==> config.mk <==
export PLATFORM = sky130hd
export DESIGN_NAME = pipeemreg_io
export DESIGN_NICKNAME = d
export VERILOG_FILES = /design/src/rtl/pipeemreg_io.sv
export SDC_FILE = /design/constraint.sdc
export NUM_CORES = 1
export LEC_CHECK = 0
export ABC_AREA = 1
export BUFFER_PORTS_ARGS = -buffer_cell sky130_fd_sc_hd__buf_2
export CELL_PAD_IN_SITES_DETAIL_PLACEMENT = 0
export CELL_PAD_IN_SITES_GLOBAL_PLACEMENT = 1
export CORE_MARGIN = 5
export CORE_UTILIZATION = 32
export DETAILED_ROUTE_END_ITERATION = 12
export HOLD_SLACK_MARGIN = 0.15
export PLACE_DENSITY = 0.89
export SLEW_MARGIN = 20
export SYNTH_ARGS = -nofsm -noshare
export SYNTH_HDL_FRONTEND = slang
export SYNTH_SLANG_ARGS = --single-unit
==> constraint.sdc <==
create_clock -name clock -period 2.5 [get_ports clock]
set_input_delay 0.125 -clock clock [delete_from_list [all_inputs] [get_ports clock]]
set_output_delay 0.125 -clock clock [all_outputs]
set_load 0.02 [all_outputs]
==> src/rtl/pipeemreg_io.sv <==
// pipeemreg_io: EX/MEM pipeline register of the IO-capable pipelined CPU.
// A latched load or store that targets the memory-mapped IO region
// (ealu[IO_SEL_BIT] == 1) holds the M stage for WAIT_CYCLES extra cycles.
// During those cycles it stalls the upstream pipeline and masks the
// write enables, so the IO access commits exactly once.
// Optional feature: define IO_PERF_CNT_EN to add the saturating
// io_stall_cnt performance counter port.
module pipeemreg_io #(
    parameter int WAIT_CYCLES = 1,
    parameter int IO_SEL_BIT  = 7
) (
    input  logic        clock,
    input  logic        reset,
    input  logic        ewreg,
    input  logic        em2reg,
    input  logic        ewmem,
    input  logic [31:0] ealu,
    input  logic [31:0] eb,
    input  logic [4:0]  ern,
    input  logic        eflush,
    output logic        mwreg,
    output logic        mm2reg,
    output logic        mwmem,
    output logic [31:0] malu,
    output logic [31:0] mb,
    output logic [4:0]  mrn,
    output logic        io_stall
`ifdef IO_PERF_CNT_EN
    ,
    output logic [15:0] io_stall_cnt
`endif
);

    localparam logic [2:0] WAIT_INIT = 3'(WAIT_CYCLES);

    logic        r_wreg;
    logic        r_m2reg;
    logic        r_wmem;
    logic [31:0] r_alu;
    logic [31:0] r_b;
    logic [4:0]  r_rn;
    logic [2:0]  cnt;
    logic        io_access;

    // The stall comes only from registered state, so it has no input-to-output path
    assign io_stall  = (cnt != 3'd0);
    assign io_access = (ewmem | em2reg) & ~eflush & ealu[IO_SEL_BIT];

    // Capture the EX instruction when not stalled; a flush keeps the data but drops the controls
    always_ff @(posedge clock or posedge reset) begin
        if (reset) begin
            r_wreg  <= 1'b0;
            r_m2reg <= 1'b0;
            r_wmem  <= 1'b0;
            r_alu   <= 32'd0;
            r_b     <= 32'd0;
            r_rn    <= 5'd0;
        end else if (!io_stall) begin
            r_wreg  <= ewreg  & ~eflush;
            r_m2reg <= em2reg & ~eflush;
            r_wmem  <= ewmem  & ~eflush;
            r_alu   <= ealu;
            r_b     <= eb;
            r_rn    <= ern;
        end
    end

    // Wait counter: armed by an IO access on a load edge, counted down while stalled
    always_ff @(posedge clock or posedge reset) begin
        if (reset) begin
            cnt <= 3'd0;
        end else if (io_stall) begin
            cnt <= cnt - 3'd1;
        end else if (io_access) begin
            cnt <= WAIT_INIT;
        end else begin
            cnt <= 3'd0;
        end
    end

    // Write enables are masked while waiting; everything else passes straight through
    assign mwreg  = r_wreg & ~io_stall;
    assign mwmem  = r_wmem & ~io_stall;
    assign mm2reg = r_m2reg;
    assign malu   = r_alu;
    assign mb     = r_b;
    assign mrn    = r_rn;

`ifdef IO_PERF_CNT_EN
    // Count every stalled edge, sticking at the maximum instead of wrapping
    always_ff @(posedge clock or posedge reset) begin
        if (reset) begin
            io_stall_cnt <= 16'd0;
        end else if (io_stall && (io_stall_cnt != 16'hFFFF)) begin
            io_stall_cnt <= io_stall_cnt + 16'd1;
        end
    end
`endif

endmodule

==> run_summary.xml <==
<?xml version="1.0" encoding="UTF-8"?>
<metrics>
  <group name="logic_synthesis">
    <metric name="ys.warnings.count" unit="">0</metric>
    <metric name="syn-cell-area" unit="sq um">2900</metric>
    <metric name="post_synthesis_cell_type_with_the_largest_combined_area" unit="">sky130_fd_sc_hd__dfrtp_1</metric>
    <metric name="postSynthRegisterBits" unit="">75</metric>
    <metric name="post_synth_main_area_contributors" unit="">sky130_fd_sc_hd__dfrtp_1 (65%), sky130_fd_sc_hd__nand2_1 (28%), sky130_fd_sc_hd__buf_6 (1.9%), sky130_fd_sc_hd__buf_2 (1.6%), sky130_fd_sc_hd__inv_1 (1.2%)</metric>
    <metric name="post-synth-top-area-fraction" unit="">0.647</metric>
    <metric name="synth-seq-area-share" unit="">0.647</metric>
    <metric name="yosysUniqueCellTypes" unit="">12</metric>
    <metric name="synth_nets" unit="">404</metric>
    <metric name="post_synth_inst_count" unit="">327</metric>
    <metric name="synthesis.area_per_instance" unit="sq um">8.87</metric>
  </group>
  <group name="finish">
    <metric name="layout.cells.most_common" unit="">sky130_fd_sc_hd__nand2_1</metric>
    <metric name="antenna-diode-count" unit="">0</metric>
    <metric name="post_route_cells_drive_above_1_share" unit="">0.305</metric>
    <metric name="area_delta_synth_final" unit="%">62.1</metric>
    <metric name="layout.cells.most_common_list" unit="">sky130_fd_sc_hd__nand2_1 (218), sky130_fd_sc_hd__buf_2 (147), sky130_fd_sc_hd__dlygate4sd3_1 (77)</metric>
    <metric name="final_non_filler_cell_area" unit="sq um">4700</metric>
    <metric name="net_count_final" unit="">630</metric>
    <metric name="finish.utilization" unit="">0.537</metric>
  </group>
  <group name="critical_path">
    <metric name="top_fanout_value_on_the_critical_path" unit="">39</metric>
    <metric name="required" unit="ns">2.77</metric>
    <metric name="start_kind" unit="">flop</metric>
    <metric name="arrival_worst_endpoint" unit="ns">2.22</metric>
    <metric name="critical_path.endpoint_type" unit="">flop</metric>
    <metric name="timing.setup.critical_path_class" unit="">flop to flop</metric>
  </group>
  <group name="global_route">
    <metric name="first_pass_grt_wire_length" unit="um">14600</metric>
    <metric name="globalRoute.totalOverflow" unit="">0</metric>
    <metric name="antenna_found_initial" unit="">0</metric>
    <metric name="via_count_of_the_first_global_routing_pass" unit="">3126</metric>
    <metric name="pin_count_of_the_biggest_net_entering_global_routing" unit="">40</metric>
    <metric name="grtUsageTotal" unit="">0.159</metric>
  </group>
  <group name="flow_run">
    <metric name="cap_viol_max_count" unit="">0</metric>
  </group>
  <group name="clock_tree">
    <metric name="cts_tree" unit="">yes</metric>
    <metric name="worst_setup_hold_path_clk_slew" unit="ns">0.08</metric>
    <metric name="worstSkewPairLatency" unit="ns">0.33</metric>
    <metric name="clock-root-buffer" unit="">sky130_fd_sc_hd__clkbuf_8</metric>
    <metric name="max-clock-path-buffers" unit="">2</metric>
    <metric name="clock_sink_count" unit="">75</metric>
    <metric name="post_cts.repair.setup_buffers" unit="">0</metric>
    <metric name="h-tree-depth" unit="">3</metric>
    <metric name="cts_buffers" unit="">9</metric>
  </group>
  <group name="drt">
    <metric name="detailed_routing_iteration_count_for_the_pre_antenna_repair_pass" unit="">4</metric>
    <metric name="avgRoutedWirePerCell" unit="um">12.7</metric>
    <metric name="drc" unit="">0</metric>
    <metric name="detailedRoute.firstIterationViolations" unit="">100</metric>
    <metric name="routed_wirelength" unit="um">8430</metric>
    <metric name="via_per_inst" unit="">4.29</metric>
    <metric name="route.vias.total" unit="">2855</metric>
    <metric name="ant_nets" unit="">0</metric>
  </group>
  <group name="placement">
    <metric name="routabilityCongestion" unit="">0.700</metric>
    <metric name="dp_slack" unit="ns">0.932</metric>
    <metric name="place_area" unit="sq um">3710</metric>
    <metric name="dpl.hpwl" unit="um">5310</metric>
    <metric name="place.port_buffers" unit="">147</metric>
  </group>
  <group name="power">
    <metric name="pwr_cell_area" unit="nW/um^2">1150</metric>
    <metric name="p_leak" unit="nW">2.67</metric>
    <metric name="max-vdd-ir-drop" unit="uV">582</metric>
    <metric name="p_total" unit="W">0.00539</metric>
  </group>
  <group name="sta">
    <metric name="finalHoldViolCount" unit="">0</metric>
    <metric name="clock_skew" unit="ns">0.00725</metric>
    <metric name="slew_violations" unit="">0</metric>
    <metric name="final_setup_violation_count" unit="">0</metric>
    <metric name="finalWorstPathRequiredPeriod" unit="ns">1.95</metric>
    <metric name="final.setup.tns" unit="ns">0</metric>
    <metric name="finalWorstSetupSlack" unit="ns">0.548</metric>
    <metric name="slew-limit-headroom" unit="">0.706</metric>
    <metric name="rsz_0062_raised_after_global_routing" unit="">no</metric>
    <metric name="maxClockFrequency" unit="MHz">512</metric>
    <metric name="layout_worst_path_cycle_share" unit="">0.781</metric>
    <metric name="worst-slew-pin-transition" unit="ns">0.440</metric>
  </group>
  <group name="floorplanning">
    <metric name="core" unit="sq um">8760</metric>
    <metric name="floorplan.die.width" unit="um">105</metric>
    <metric name="floorplan.die_area" unit="sq um">11100</metric>
    <metric name="die_y" unit="um">105</metric>
    <metric name="io-pin-count" unit="">148</metric>
    <metric name="initial_core_utilization" unit="">0.331</metric>
    <metric name="row_count" unit="">34</metric>
  </group>
  <group name="outcome">
    <metric name="run_status" unit="">completed</metric>
  </group>
  <group name="worst_hold_path">
    <metric name="min_path_type" unit="">input pin to asynchronous set/reset pin</metric>
  </group>
</metrics>
==> layout make-up <==
class | instances | area [sq um]
inverters | 10 | 38.8
clock inverters | 4 | 73.8
well taps | 108 | 135
clock buffers | 12 | 145
fillers | 820 | 4060
repair buffers | 230 | 1550
multi-input cells | 227 | 881
flip-flops and latches | 75 | 1880
==> final timing paths <==
| path | endpoint | from | depth (start not counted) | slack (ns) |
|---|---|---|---|---|
| worst max-delay path | mm2reg$_DFFE_PP0N_ | cnt[1]$_DFF_PP0_ | 6 | 0.55 |
| worst min register to register | mb[6]$_DFFE_PP0N_ | mb[6]$_DFFE_PP0N_ | 2 | 0.47 |
| worst min-delay path | mb[19]$_DFFE_PP0N_ | reset | 3 | 0.32 |
| worst max register to register | mm2reg$_DFFE_PP0N_ | cnt[1]$_DFF_PP0_ | 6 | 0.55 |
| max in group asynchronous | mb[2]$_DFFE_PP0N_ | reset | 4 | 1.47 |
| min in group clock | mb[6]$_DFFE_PP0N_ | mb[6]$_DFFE_PP0N_ | 2 | 0.47 |
==> sequential cells by signal (all words and copies together), names as in the netlist <==
| name | flops |
|---|---|
| mm2reg | 1 |
| cnt | 3 |
| mrn | 5 |
| r_wreg | 1 |
| mb | 32 |
| malu | 32 |
| r_wmem | 1 |
==> worst max-delay path, stage by stage, from the launching register on <==
cell                            delay (ns)
sky130_fd_sc_hd__dfrtp_1              0.39
sky130_fd_sc_hd__nor2_1               0.16
sky130_fd_sc_hd__ha_2                 0.23
sky130_fd_sc_hd__buf_4                0.36
sky130_fd_sc_hd__nand3_1              0.12
sky130_fd_sc_hd__dlygate4sd3_1        0.58
sky130_fd_sc_hd__nand2_1              0.06
==> Yosys cell counts <==
| cell type | number |
|---|---|
| sky130_fd_sc_hd__ha_1 | 2 |
| sky130_fd_sc_hd__or2_1 | 1 |
| sky130_fd_sc_hd__dfrtp_1 | 75 |
| sky130_fd_sc_hd__nand2_1 | 218 |
| sky130_fd_sc_hd__buf_2 | 9 |
| sky130_fd_sc_hd__nand3_1 | 4 |
| sky130_fd_sc_hd__buf_6 | 5 |
| sky130_fd_sc_hd__nor2_1 | 1 |
| sky130_fd_sc_hd__inv_2 | 1 |
| sky130_fd_sc_hd__buf_4 | 1 |
| sky130_fd_sc_hd__inv_1 | 9 |
| sky130_fd_sc_hd__o21ai_0 | 1 |
==> logic make-up after synthesis <==
group,synth area share
adders and majority gates,0.00862
AOI/OAI and AO/OA,0.00172
buffers and inverters,0.0504
and+or+nand+nor,0.292
DFF,0.647
==> through the flow <==
step / hold WS, ns / instances
2_1_floorplan: 0.238 / 327
3_3_place_gp: 0.112 / 573
3_5_place_dp: 0.112 / 573
4_1_cts: 0.286 / 666
5_1_grt: 0.336 / 666
6_report: 0.315 / 666
==> power by group <==
part	internal, W	switching, W
logic	0.000769	0.00159
registers	0.00173	0.000284
clock network	0.000591	0.000426
==> what timing repair did <==
action                                  in CTS  in global routing
resized for setup                            0                  0
hold buffers                                77                  0
endpoints found under the hold margin       93                  0
endpoints found under the setup margin       0                  0
==> layer usage <==
layer | GRT usage | part of all wire | vias up
li1 | - | - | 1427
met1 | 0.187 | 0.41 | 1322
met2 | 0.274 | 0.51 | 90
met3 | 0.0410 | 0.065 | 16
met4 | 0.0648 | 0.019 | 0
met5 | 0 | 0 | -
Power figures use the tool's default switching activity.
